**config.mk**
```make
export PLATFORM = sky130hd
export DESIGN_NAME = wb_port_scheduler
export DESIGN_NICKNAME = d
export VERILOG_FILES = /design/src/rtl/pipeline_pkg.sv /design/src/rtl/sat_counter.sv /design/src/rtl/wb_port_scheduler.sv
export SDC_FILE = /design/constraint.sdc
export NUM_CORES = 1
export LEC_CHECK = 0
export ABC_AREA = 0
export CORE_ASPECT_RATIO = 2
export CORE_UTILIZATION = 45
export CTS_CLUSTER_SIZE = 12
export DETAILED_ROUTE_END_ITERATION = 10
export PLACE_DENSITY = 0.81
export SYNTH_ARGS = -nofsm -noshare
export SYNTH_HDL_FRONTEND = slang
export SYNTH_SLANG_ARGS = --single-unit
```
**constraint.sdc**
```tcl
create_clock -name Clk -period 3.65 [get_ports Clk]
set_input_delay 0.9125 -clock Clk [delete_from_list [all_inputs] [get_ports Clk]]
set_output_delay 0.9125 -clock Clk [all_outputs]
set_load 0.05 [all_outputs]
```
**src/rtl/pipeline_pkg.sv**
```systemverilog
// Shared pipeline definitions for the write-back stage.
// Contents:
//   DW, AW      default data and register-index widths
//   wb_state_t  write-back port scheduler state encoding
//   REG_ZERO    index of the hard-wired zero register
package pipeline_pkg;

  localparam int DW = 32;
  localparam int AW = 5;

  typedef enum logic {
    IDLE   = 1'b0,
    SECOND = 1'b1
  } wb_state_t;

  localparam logic [AW-1:0] REG_ZERO = '0;

endpackage

```
**src/rtl/sat_counter.sv**
```systemverilog
// Saturating up-counter used for write-back performance debug.
// Ports:
//   Clk    rising-edge clock
//   Rst    synchronous active-high reset, clears the count
//   inc    add one on this edge (ignored once all-ones)
//   count  current value, holds at all-ones
module sat_counter #(
  parameter int CW = 16
) (
  input  logic          Clk,
  input  logic          Rst,
  input  logic          inc,
  output logic [CW-1:0] count
);

  always_ff @(posedge Clk) begin
    if (Rst) begin
      count <= '0;
    end else if (inc && (count != {CW{1'b1}})) begin
      count <= count + CW'(1);
    end
  end

endmodule

```
**src/rtl/wb_port_scheduler.sv**
```systemverilog
// Write-back port scheduler: shares the single register-file write port between
// the primary result and the secondary (ALU2) result of double-write instructions.
// Single writes pass through with one registered cycle of latency; a double write
// stalls the pipeline for one cycle and issues the secondary write on the next.
// Ports:
//   Clk, Rst            clock, synchronous active-high reset
//   MEMWB_*             instruction currently held in the MEM/WB buffer
//   RF_WriteEn/Reg/Data registered register-file write port
//   WB_Stall            combinational freeze of all pipeline buffers
//   WB_Busy             secondary write in progress
//   WB_WriteCount       committed writes, saturating
//   WB_StallCount       stall cycles issued, saturating
//
// state  | meaning
// IDLE   | pass primary result; stall and latch ALU2 on a double write
// SECOND | issue latched secondary write to WriteReg+1, inputs ignored
module wb_port_scheduler
  import pipeline_pkg::*;
#(
  parameter int DW = pipeline_pkg::DW,
  parameter int AW = pipeline_pkg::AW,
  parameter int CW = 16
) (
  input  logic          Clk,
  input  logic          Rst,
  input  logic          MEMWB_RegWrite,
  input  logic          MEMWB_MemtoReg,
  input  logic [DW-1:0] MEMWB_DMReadData,
  input  logic [DW-1:0] MEMWB_ALUResult,
  input  logic [AW-1:0] MEMWB_WriteReg,
  input  logic          MEMWB_Double,
  input  logic [DW-1:0] MEMWB_ALU2,
  output logic          RF_WriteEn,
  output logic [AW-1:0] RF_WriteReg,
  output logic [DW-1:0] RF_WriteData,
  output logic          WB_Stall,
  output logic          WB_Busy,
  output logic [CW-1:0] WB_WriteCount,
  output logic [CW-1:0] WB_StallCount
);

  localparam logic [AW-1:0] ZERO_IDX = AW'(REG_ZERO);

  wb_state_t     state_q, state_d;
  logic [DW-1:0] alu2_q;
  logic [AW-1:0] tgt2_q;

  logic          dbl;
  logic [DW-1:0] primary;
  logic          latch_second;
  logic          we_d;
  logic [AW-1:0] reg_d;
  logic [DW-1:0] data_d;
  logic          stall;

  assign dbl     = MEMWB_RegWrite & MEMWB_Double;
  assign primary = MEMWB_MemtoReg ? MEMWB_DMReadData : MEMWB_ALUResult;

  always_comb begin
    state_d      = state_q;
    latch_second = 1'b0;
    stall        = 1'b0;
    we_d         = 1'b0;
    reg_d        = MEMWB_WriteReg;
    data_d       = primary;
    case (state_q)
      IDLE: begin
        stall = dbl;
        we_d  = MEMWB_RegWrite & (MEMWB_WriteReg != ZERO_IDX);
        if (dbl) begin
          latch_second = 1'b1;
          state_d      = SECOND;
        end
      end
      SECOND: begin
        we_d    = (tgt2_q != ZERO_IDX);
        reg_d   = tgt2_q;
        data_d  = alu2_q;
        state_d = IDLE;
      end
      default: state_d = IDLE;
    endcase
    // Never freeze the pipeline while it is being reset.
    if (Rst) begin
      stall = 1'b0;
    end
  end

  always_ff @(posedge Clk) begin
    if (Rst) begin
      state_q      <= IDLE;
      RF_WriteEn   <= 1'b0;
      RF_WriteReg  <= '0;
      RF_WriteData <= '0;
      alu2_q       <= '0;
      tgt2_q       <= '0;
    end else begin
      state_q      <= state_d;
      RF_WriteEn   <= we_d;
      RF_WriteReg  <= reg_d;
      RF_WriteData <= data_d;
      if (latch_second) begin
        alu2_q <= MEMWB_ALU2;
        // WriteReg = all-ones wraps to the zero register, whose write is dropped.
        tgt2_q <= MEMWB_WriteReg + AW'(1);
      end
    end
  end

  assign WB_Stall = stall;
  assign WB_Busy  = (state_q == SECOND);

  sat_counter #(.CW(CW)) u_write_count (
    .Clk   (Clk),
    .Rst   (Rst),
    .inc   (we_d),
    .count (WB_WriteCount)
  );

  sat_counter #(.CW(CW)) u_stall_count (
    .Clk   (Clk),
    .Rst   (Rst),
    .inc   (stall),
    .count (WB_StallCount)
  );

endmodule

```
==> flow_metrics.py, run 1 <==
metrics = {
    "cts": {
        "cts_num_sinks": 108,
        "htreeDepth": 3,
        "cts_hold_buffers": 0,
        "cts_inserted_buffers": 9,
        "clockBufferDepth": 2,
        "cts_tree": "done",
        "cts.repair.resized": 0,
        "clockRootBuffer": "clkbuf_16",
        "cts_setup_buffers": 0,
        "clk_latency_ns": 0.34,
        "path_clk_slew_ns": 0.07,
    },
    "timing": {
        "max_freq_mhz": 334,
        "worst_pin_slew_ns": 1.10,
        "fin_crit_ns": 2.99,
        "rsz0062_at_grt": "no",
        "worst_hold_slack_ns": 0.454,
        "tns_ns": 0,
        "hold_violations": 0,
        "post-route-period-util": 0.820,
        "setup_violations": 0,
        "slew_headroom": 0.264,
        "slew_viol_final": 0,
        "clock_skew_ns": 0.00869,
    },
    "floorplan": {
        "fp.coreArea_mm2": 0.0101,
        "start_util": 0.464,
        "dieArea_mm2": 0.0109,
        "die_h_um": 147,
        "fp.dieW_um": 74.3,
        "rows": 52,
        "ioPinCount": 178,
    },
    "synthesis": {
        "synthArstFlopShare": 0,
        "ys_types": 52,
        "synth_area_leaders": "dfxtp_1 (46%), mux2i_1 (8.9%), nor2_1 (7.9%)",
        "syn-num-nets": 662,
        "netlist_area_mm2": 0.00471,
        "synth_edf_count": 0,
        "seq_area_frac_synth": 0.459,
        "netlist_instances": 552,
        "yosysWarningCount": 0,
        "synth.avg_cell_area_um2": 8.53,
        "synth_top_area_cell": "dfxtp_1",
        "synth-main-ff-cell": "dfxtp_1",
        "synth.top_cell.area_share": 0.459,
        "ys_ff_latch": 108,
    },
    "finish": {
        "nNetsFinal": 819,
        "diodes": 0,
        "area_growth_pct": 44.6,
        "drive_gt1_frac": 0.0589,
    },
    "grt": {
        "antenna_found_initial": 0,
        "grt_overflow_total": 0,
        "grt_pass1_vias": 4198,
        "grt_start_max_net_pins": 112,
        "grt_pass1_wl_um": 19600,
        "globalRouteTotalUtil": 0.232,
    },
    "power": {
        "leakage_nw": 2.59,
        "power.internal_w": 0.00201,
        "p_sw_w": 0.000718,
        "ir_worst_vdd_mv": 0.314,
        "seq_power_share": 0.462,
        "pwr_density_cell_mw_per_mm2": 400,
        "p_comb_frac": 0.181,
        "clockPowerShare": 0.356,
        "power.share.switching": 0.264,
    },
    "route": {
        "wire_per_inst_um": 15.0,
        "num_vias": 4347,
        "ant_nets": 0,
        "first_pass_iters": 4,
        "routed_wl_um": 12700,
        "viasPerCell": 5.13,
        "first_iter_violations": 195,
        "drc": 0,
    },
    "critical_path": {
        "crit_required_ns": 3.88,
        "cp.arrival_ns": 3.22,
        "cp-end-kind": "flop",
        "crit_fanout": 11,
        "crit_type": "input pin to flop",
        "start_kind": "input pin",
    },
    "run_status": {
        "outcome": "complete, no violations",
    },
    "placement": {
        "portBuffers": 177,
        "hpwlAfterDp_um": 9350,
        "place_congestion": 0.866,
    },
    "hold_path": {
        "min_path_type": "flop to flop",
    },
    "flow_run": {
        "drv_cap": 0,
    },
}
## flip-flops by register name, summed over array words and instances (netlist names)
| signal | cells |
|---|---|
| RF_WriteData | 32 |
| alu2_q | 32 |
| u_stall_count.count | 16 |
| u_write_count.count | 16 |
| RF_WriteReg | 5 |
| tgt2_q | 5 |
| RF_WriteEn | 1 |
| WB_Busy | 1 |
## power by group through the flow
stage	Clock [W]	Combinational [W]	Sequential [W]
final	0.000971	0.000494	0.00126
after global routing	0.00104	0.000527	0.00126
after CTS	0.00100	0.000497	0.00126
after detailed placement	0	0.000495	0.00129
after global placement	0	0.000485	0.00128
after floorplan	0	0.000163	0.00140
## kinds of logic after synthesis
logic type	count (synthesis)	synth area share
compound gates	101	0.133
xor+xnor	20	0.0372
fa+ha+maj	4	0.0106
buf+inv	42	0.0430
flops	108	0.459
mux	45	0.0972
simple gates	232	0.220
## metal layers
metal	part of all wire	routed length [um]	global-route usage	vias to the layer above
met2	0.56	7090	0.450	125
li1	-	-	-	2192
met5	0	0	0	-
met4	0.030	387	0.110	0
met1	0.36	4530	0.224	2006
met3	0.056	708	0.0384	24
## cell usage after synthesis, types with 2 or more instances
cell and instances:
nor3_1 4, mux2_2 2, a21bo_1 2, clkbuf_1 23
and3_1 6, buf_2 6, mux2i_1 42, inv_1 5
nand3b_1 3, xnor2_1 17, a2111oi_0 3, xor2_1 3
nand2_1 77, a311oi_1 2, a2111oi_2 2, nand2b_1 4
nor2b_1 3, and4_1 3, a21oi_2 2, a211oi_1 11
nand3_1 16, nor2_1 99, nand4_1 5, buf_6 2
a21oi_1 72, ha_1 4, dfxtp_1 108, buf_1 2
## placed cells by master (no fill, tap or decap), drive strengths merged, types with 4 or more instances in the layout
cell type      Yosys  routed
and3               6       6
dfxtp            108     108
inv                6       8
mux2i             42      42
ha                 4       4
clkbuf            24      10
clkdlybuf4s50      0     174
a2111oi            5       5
nor3               4       4
nand3             16      16
xnor2             17      17
nand2b             5       5
nor2              99      99
a21oi             74      74
buf               11       8
a211oi            11      11
nand4              5       5
nand2             77      77
nand3b             4       4
## critical path: stages
cell and delay [ns]:
clkdlybuf4s50_1 0.55, inv_1 0.06, ha_1 0.18, or4b_1 0.17
nand3b_2 0.20, a22oi_2 0.55, nor3b_2 0.28, mux2_4 0.31
## stage by stage
stage / utilization / cells / area, um2 / total power, W / setup WS, ns
after detailed placement: 0.642 / 833 / 6510 / 0.00178 / 0.318
final: 0.671 / 848 / 6810 / 0.00272 / 0.656
after global routing: 0.671 / 848 / 6810 / 0.00283 / 0.481
after floorplan: - / 552 / 4710 / 0.00156 / 1.17
after global placement: 0.642 / 833 / 6510 / 0.00177 / 0.361
after CTS: 0.671 / 848 / 6810 / 0.00276 / 0.661
## cell type report
class / instances / area, um2
Fill cell: 870 / 3340
Multi-Input combinational cell: 402 / 2350
Sequential cell: 108 / 2160
Timing Repair Buffer: 182 / 1810
Clock buffer: 10 / 239
Tap cell: 135 / 169
Clock inverter: 5 / 60.1
Inverter: 6 / 22.5
## worst paths after layout
kind                                                          start  slack, ns  cells past startpoint                                  end
worst max-delay path                              MEMWB_WriteReg[0]       0.66                      8  u_write_count.count[6]$_SDFFE_PP0P_
worst min-delay path                         alu2_q[6]$_SDFFE_PP0P_       0.45                      2               alu2_q[6]$_SDFFE_PP0P_
worst max register to register  u_stall_count.count[0]$_SDFFE_PP0P_       1.57                      7  u_stall_count.count[8]$_SDFFE_PP0P_
worst min register to register               alu2_q[6]$_SDFFE_PP0P_       0.45                      2               alu2_q[6]$_SDFFE_PP0P_
Note: power is estimated with default switching activity, not from simulation.
==> run 2, diff against run 1 <==
--- a/config.mk
+++ b/config.mk
@@ -7,10 +7,10 @@
 export LEC_CHECK = 0
 export ABC_AREA = 0
 export CORE_ASPECT_RATIO = 2
-export CORE_UTILIZATION = 45
+export CORE_UTILIZATION = 40
 export CTS_CLUSTER_SIZE = 12
 export DETAILED_ROUTE_END_ITERATION = 10
-export PLACE_DENSITY = 0.81
+export PLACE_DENSITY = 0.77
 export SYNTH_ARGS = -nofsm -noshare
 export SYNTH_HDL_FRONTEND = slang
 export SYNTH_SLANG_ARGS = --single-unit
==> constraint.sdc (replaced) <==
create_clock -name Clk -period 2.4 [get_ports Clk]
set_input_delay 0.6 -clock Clk [delete_from_list [all_inputs] [get_ports Clk]]
set_output_delay 0.6 -clock Clk [all_outputs]
set_load 0.05 [all_outputs]
==> run 2 against run 1 <==
Net effect:
- sequential power is 52% higher
- clock skew hardly changed
- largest power group unchanged
- combinational power is 56% higher
- clock-buffer cell count is 2 higher
- routed wire length is 2.6% higher
- sequential share of layout area is 0.55 points lower
- global-route usage is 1.5 points lower
- worst setup slack worse by 0.53 ns
- final cell count is 2.6% higher
- power is 49% higher
- final area is 1.8% higher
- critical path depth is 1 higher
==> flow_metrics.py, run 2 (same netlist as run 1, synthesis figures left out) <==
metrics = {
    "finish": {
        "top_regs": "RF_WriteData: 32 flops, alu2_q: 32 flops",
        "n_fill_cell": 1045,
        "nNetsFinal": 833,
        "final_cell_mix": "clkdlybuf4s50_1 (173), dfxtp_1 (107), nor2_1 (99), nand2_1 (77), a21oi_1 (72)",
        "area_growth_pct": 47.2,
        "final_cell_area_mm2": 0.00693,
        "final_common_cell": "clkdlybuf4s50_1",
        "drive_gt1_frac": 0.0770,
    },
    "route": {
        "first_iter_violations": 158,
        "viasPerCell": 5.18,
        "first_pass_iters": 5,
        "ant_nets": 0,
        "routed_wl_um": 13000,
        "num_vias": 4503,
        "drc": 0,
        "wire_per_inst_um": 15.0,
    },
    "floorplan": {
        "fp.coreArea_mm2": 0.0114,
        "ioPinCount": 178,
        "fp.dieW_um": 78.7,
        "die_h_um": 155,
        "rows": 55,
        "dieArea_mm2": 0.0122,
        "start_util": 0.415,
    },
    "cts": {
        "cts_tree": "done",
        "cts.repair.resized": 0,
        "cts_num_sinks": 108,
        "cts_hold_buffers": 0,
        "htreeDepth": 3,
        "cts_setup_buffers": 0,
        "clockBufferDepth": 2,
        "cts_inserted_buffers": 9,
        "path_clk_slew_ns": 0.06,
        "clockRootBuffer": "clkbuf_16",
        "clk_latency_ns": 0.34,
    },
    "placement": {
        "dpl_cell_area_mm2": 0.00665,
        "place_congestion": 0.834,
        "hpwlAfterDp_um": 9640,
        "portBuffers": 177,
    },
    "critical_path": {
        "start_kind": "input pin",
        "cp.arrival_ns": 2.54,
        "crit_type": "input pin to flop",
        "slowest_stage": "or4b_1",
        "crit_fanout": 8,
        "path_delay_family": "buffers and inverters",
        "crit_path_max_incr_delay_ns": 0.46,
        "crit_required_ns": 2.66,
        "critPathBufInv": 3,
        "crit_chain": "clkdlybuf4s50_1 > inv_1 > ha_1 > or4b_1 > nand3b_2 > a22oi_2 > buf_4 > a21bo_1 > a21oi_1",
        "cp-end-kind": "flop",
    },
    "timing": {
        "fin_crit_ns": 2.27,
        "rsz0062_at_grt": "no",
        "hold_violations": 0,
        "slew_viol_final": 0,
        "max_freq_mhz": 440,
        "setup_violations": 0,
        "clock_skew_ns": 0.00843,
        "worst_pin_slew_ns": 0.666,
        "post-route-period-util": 0.948,
        "slew_headroom": 0.552,
    },
    "run_status": {
        "outcome": "complete, no violations",
    },
    "power": {
        "pwr_density_cell_mw_per_mm2": 586,
        "power.internal_w": 0.00299,
        "finalPower_w": 0.00406,
        "seq_power_share": 0.471,
        "ir_worst_vdd_mv": 0.378,
        "leakage_nw": 2.66,
        "p_comb_frac": 0.190,
        "power.share.switching": 0.265,
        "clockPowerShare": 0.339,
        "p_sw_w": 0.00108,
    },
    "grt": {
        "grt_pass1_vias": 4452,
        "grt_pass1_wl_um": 20900,
        "globalRouteTotalUtil": 0.217,
        "grt_start_max_net_pins": 112,
        "antenna_found_initial": 1,
        "grt_overflow_total": 0,
    },
    "hold_path": {
        "min_path_type": "flop to flop",
    },
    "flow_run": {
        "drv_cap": 0,
    },
}
## run 2: layout make-up
| type | instances | area (um2) | share of cell area |
|---|---|---|---|
| multi-input combinational | 402 | 2350 | 0.339 |
| sequential | 108 | 2160 | 0.312 |
| timing repair buffer | 196 | 1940 | 0.280 |
| clock buffer | 12 | 256 | 0.0370 |
| tap | 142 | 178 | 0.0256 |
| clock inverter | 3 | 22.5 | 0.00325 |
| inverter | 6 | 22.5 | 0.00325 |
| antenna | 1 | 2.50 | 0.000361 |
## run 2: through the flow
| step | hold WS (ns) | worst slack (ns) | utilization | TNS (ns) | std cells |
|---|---|---|---|---|---|
| 4_1_cts | 0.456 | 0.128 | 0.610 | 0 | 869 |
| 6_report | 0.455 | 0.125 | 0.611 | 0 | 870 |
| 2_1_floorplan | 0.437 | 0.201 | - | 0 | 552 |
| 3_5_place_dp | 0.447 | -0.206 | 0.586 | -2.14 | 854 |
| 5_1_grt | 0.473 | 0.00892 | 0.611 | 0 | 870 |
| 3_3_place_gp | 0.444 | -0.184 | 0.586 | -1.62 | 854 |
## run 2: layer usage
metal / vias up / GRT usage / part of all wire
met5: - / 0 / 0
met4: 0 / 0.114 / 0.038
met3: 31 / 0.0522 / 0.065
met2: 143 / 0.408 / 0.54
met1: 2106 / 0.212 / 0.36
li1: 2223 / - / -
## run 2: path summary, 6_finish.rpt
kind                          start                                   to  slack, ns  cells after the start
min          alu2_q[4]$_SDFFE_PP0P_               alu2_q[4]$_SDFFE_PP0P_       0.45                      2
max reg2reg  tgt2_q[0]$_SDFFE_PP0P_  u_write_count.count[2]$_SDFFE_PP0P_       0.46                      6
max               MEMWB_WriteReg[0]  u_write_count.count[2]$_SDFFE_PP0P_       0.13                      9
min reg2reg  alu2_q[4]$_SDFFE_PP0P_               alu2_q[4]$_SDFFE_PP0P_       0.45                      2
## run 2: power groups by stage
stage / sequential, W / clock (W) / combinational, W
6_report: 0.00191 / 0.00138 / 0.000772
5_1_grt: 0.00192 / 0.00151 / 0.000830
4_1_cts: 0.00191 / 0.00143 / 0.000779
3_5_place_dp: 0.00196 / 0 / 0.000776
3_3_place_gp: 0.00195 / 0 / 0.000759
2_1_floorplan: 0.00213 / 0 / 0.000248
## run 2: tightest hold or removal path, cell delays in order (launching register included)
cell     delay [ns]
dfxtp_1        0.31
nand2_1        0.05
a21oi_1        0.05
==> run 3, diff against run 2 <==
--- a/config.mk
+++ b/config.mk
@@ -7,6 +7,7 @@
 export LEC_CHECK = 0
 export ABC_AREA = 0
 export CORE_ASPECT_RATIO = 2
+export CORE_MARGIN = 4
 export CORE_UTILIZATION = 40
 export CTS_CLUSTER_SIZE = 12
 export DETAILED_ROUTE_END_ITERATION = 10
==> run 3 against run 2 <==
Net effect:
- routed wire length increased by 3.3%
- combinational power about the same
- sequential power about the same
- sequential share of layout area up 0.051 points
- largest cell class unchanged
- clock-buffer cell count shrank 1
==> flow_metrics.py, run 3 (same netlist as run 1, synthesis figures left out) <==
metrics = {
    "cts": {
        "clk_latency_ns": 0.34,
        "cts_hold_buffers": 0,
        "cts_inserted_buffers": 9,
        "cts_num_sinks": 108,
        "path_clk_slew_ns": 0.07,
        "clockRootBuffer": "clkbuf_16",
        "htreeDepth": 3,
        "cts_tree": "done",
        "clockBufferDepth": 2,
    },
    "floorplan": {
        "fp.dieW_um": 84.7,
        "dieArea_mm2": 0.0137,
        "die_h_um": 161,
        "rows": 55,
        "ioPinCount": 178,
        "start_util": 0.412,
        "fp.coreArea_mm2": 0.0114,
    },
    "route": {
        "wl_met3_um": 739,
        "first_iter_violations": 141,
        "m1WireLength_um": 5110,
        "routed_wl_um": 13500,
        "wl_met2_um": 7110,
        "first_pass_iters": 4,
        "ant_nets": 0,
        "wire_per_inst_um": 15.5,
        "maxUsedRoutingLayer": "met4",
        "drc": 0,
        "num_vias": 4451,
        "viasPerCell": 5.13,
    },
    "critical_path": {
        "cp.arrival_ns": 2.51,
        "crit_fanout": 8,
        "regToRegEndpoint": "u_write_count.count[10]$_SDFFE_PP0P_",
        "rr_startpoint": "u_write_count.count[0]$_SDFFE_PP0P_",
        "crit_type": "input pin to flop",
        "rrSetupSlack_ns": 0.48,
        "crit_required_ns": 2.63,
        "worstRegToRegCells": 6,
        "cp-end-kind": "flop",
        "start_kind": "input pin",
    },
    "flow_run": {
        "drv_cap": 0,
    },
    "placement": {
        "hpwlAfterDp_um": 9990,
        "portBuffers": 177,
        "dpl_cell_area_mm2": 0.00664,
        "place_congestion": 0.811,
    },
    "timing": {
        "clock_skew_ns": 0.00895,
        "max_freq_mhz": 440,
        "fin_crit_ns": 2.27,
        "slew_headroom": 0.590,
        "worst_hold_slack_ns": 0.457,
        "hold_violations": 0,
        "rsz0062_at_grt": "no",
        "post-route-period-util": 0.948,
        "setup_violations": 0,
        "slew_viol_final": 0,
        "worst_pin_slew_ns": 0.615,
    },
    "finish": {
        "final_common_cell": "clkdlybuf4s50_1",
        "nNetsFinal": 831,
        "final_cell_mix": "clkdlybuf4s50_1 (173), dfxtp_1 (107), nor2_1 (99), nand2_1 (77), a21oi_1 (72)",
        "area_growth_pct": 46.9,
        "drive_gt1_frac": 0.0758,
        "top_regs": "RF_WriteData: 32 flops, alu2_q: 32 flops",
        "diodes": 0,
        "final_cell_area_mm2": 0.00692,
        "n_fill_cell": 1022,
    },
    "grt": {
        "grt_pass1_vias": 4488,
        "globalRouteTotalUtil": 0.194,
        "grt_overflow_total": 0,
        "grt_pass1_wl_um": 21600,
        "grt_start_max_net_pins": 112,
        "antenna_found_initial": 0,
    },
    "power": {
        "leakage_nw": 2.65,
        "ir_worst_vdd_mv": 0.336,
        "pwr_density_cell_mw_per_mm2": 593,
    },
    "hold_path": {
        "hold_start": "alu2_q[19]$_SDFFE_PP0P_",
        "min_path_type": "flop to flop",
        "worstHoldEndpoint": "alu2_q[19]$_SDFFE_PP0P_",
        "hold_depth": 2,
    },
    "run_status": {
        "outcome": "complete, no violations",
    },
}
[run 3: cell count changes in the layout (fill, tap and decap cells not counted), sizes merged]
cell / before / now
buf: 23 / 21
inv: 6 / 8
clkbuf: 12 / 11
diode: 1 / 0
[run 3: layer usage]
metal | up-vias | global-route usage
met5 | - | 0
met4 | 0 | 0.100
met3 | 31 | 0.0444
met2 | 146 | 0.353
met1 | 2056 | 0.202
li1 | 2218 | -
[run 3: worst max-delay path by stage]
| stage | startpoint | depth (start not counted) | endpoint |
|---|---|---|---|
| finish | MEMWB_WriteReg[0] | 8 | u_write_count.count[6]$_SDFFE_PP0P_ |
| global route | MEMWB_WriteReg[0] | 8 | u_write_count.count[6]$_SDFFE_PP0P_ |
| CTS | u_write_count.count[10]$_SDFFE_PP0P_ | 1 | WB_WriteCount[10] |
| detailed placement | MEMWB_WriteReg[0] | 8 | u_write_count.count[9]$_SDFFE_PP0P_ |
| global placement | MEMWB_WriteReg[0] | 8 | u_write_count.count[6]$_SDFFE_PP0P_ |
| floorplan | WB_Busy$_SDFF_PP0_ | 9 | u_stall_count.count[9]$_SDFFE_PP0P_ |
[run 3: timing repair]
action / in CTS / in global routing
buffers inserted: 0 / 0
gates resized for setup: 0 / 1
endpoints found under the setup margin: 0 / 1
[run 3: metrics by stage]
stage,setup TNS [ns],setup WS [ns],total power (W),cells,utilization
after global routing,0,0.00615,0.00427,868,0.606
after CTS,0,0.118,0.00415,868,0.606
after floorplan,0,0.201,0.00238,552,-
after global placement,-1.66,-0.186,0.00271,852,0.581
final,0,0.126,0.00411,868,0.606
after detailed placement,-2.41,-0.223,0.00273,852,0.581
[run 3: power breakdown]
group	internal [W]	switching, W	total (W)
logic	0.000356	0.000415	0.000771
registers	0.00187	0.0000400	0.00191
clock network	0.000747	0.000675	0.00142
[run 3: worst max-delay path: stages]
cell	delay (ns)
clkdlybuf4s50_1	0.49
inv_1	0.05
ha_1	0.18
or4b_1	0.18
nand3b_2	0.17
a22oi_2	0.29
nor3b_2	0.23
mux2_4	0.32
[run 3: area by class of cell]
cell class	instances	area (um2)	share of cell area
tap	142	178	0.0257
sequential	108	2160	0.313
timing repair buffer	194	1920	0.278
clock inverter	5	42.5	0.00615
multi-input combinational	402	2350	0.339
inverter	6	22.5	0.00325
clock buffer	11	243	0.0351
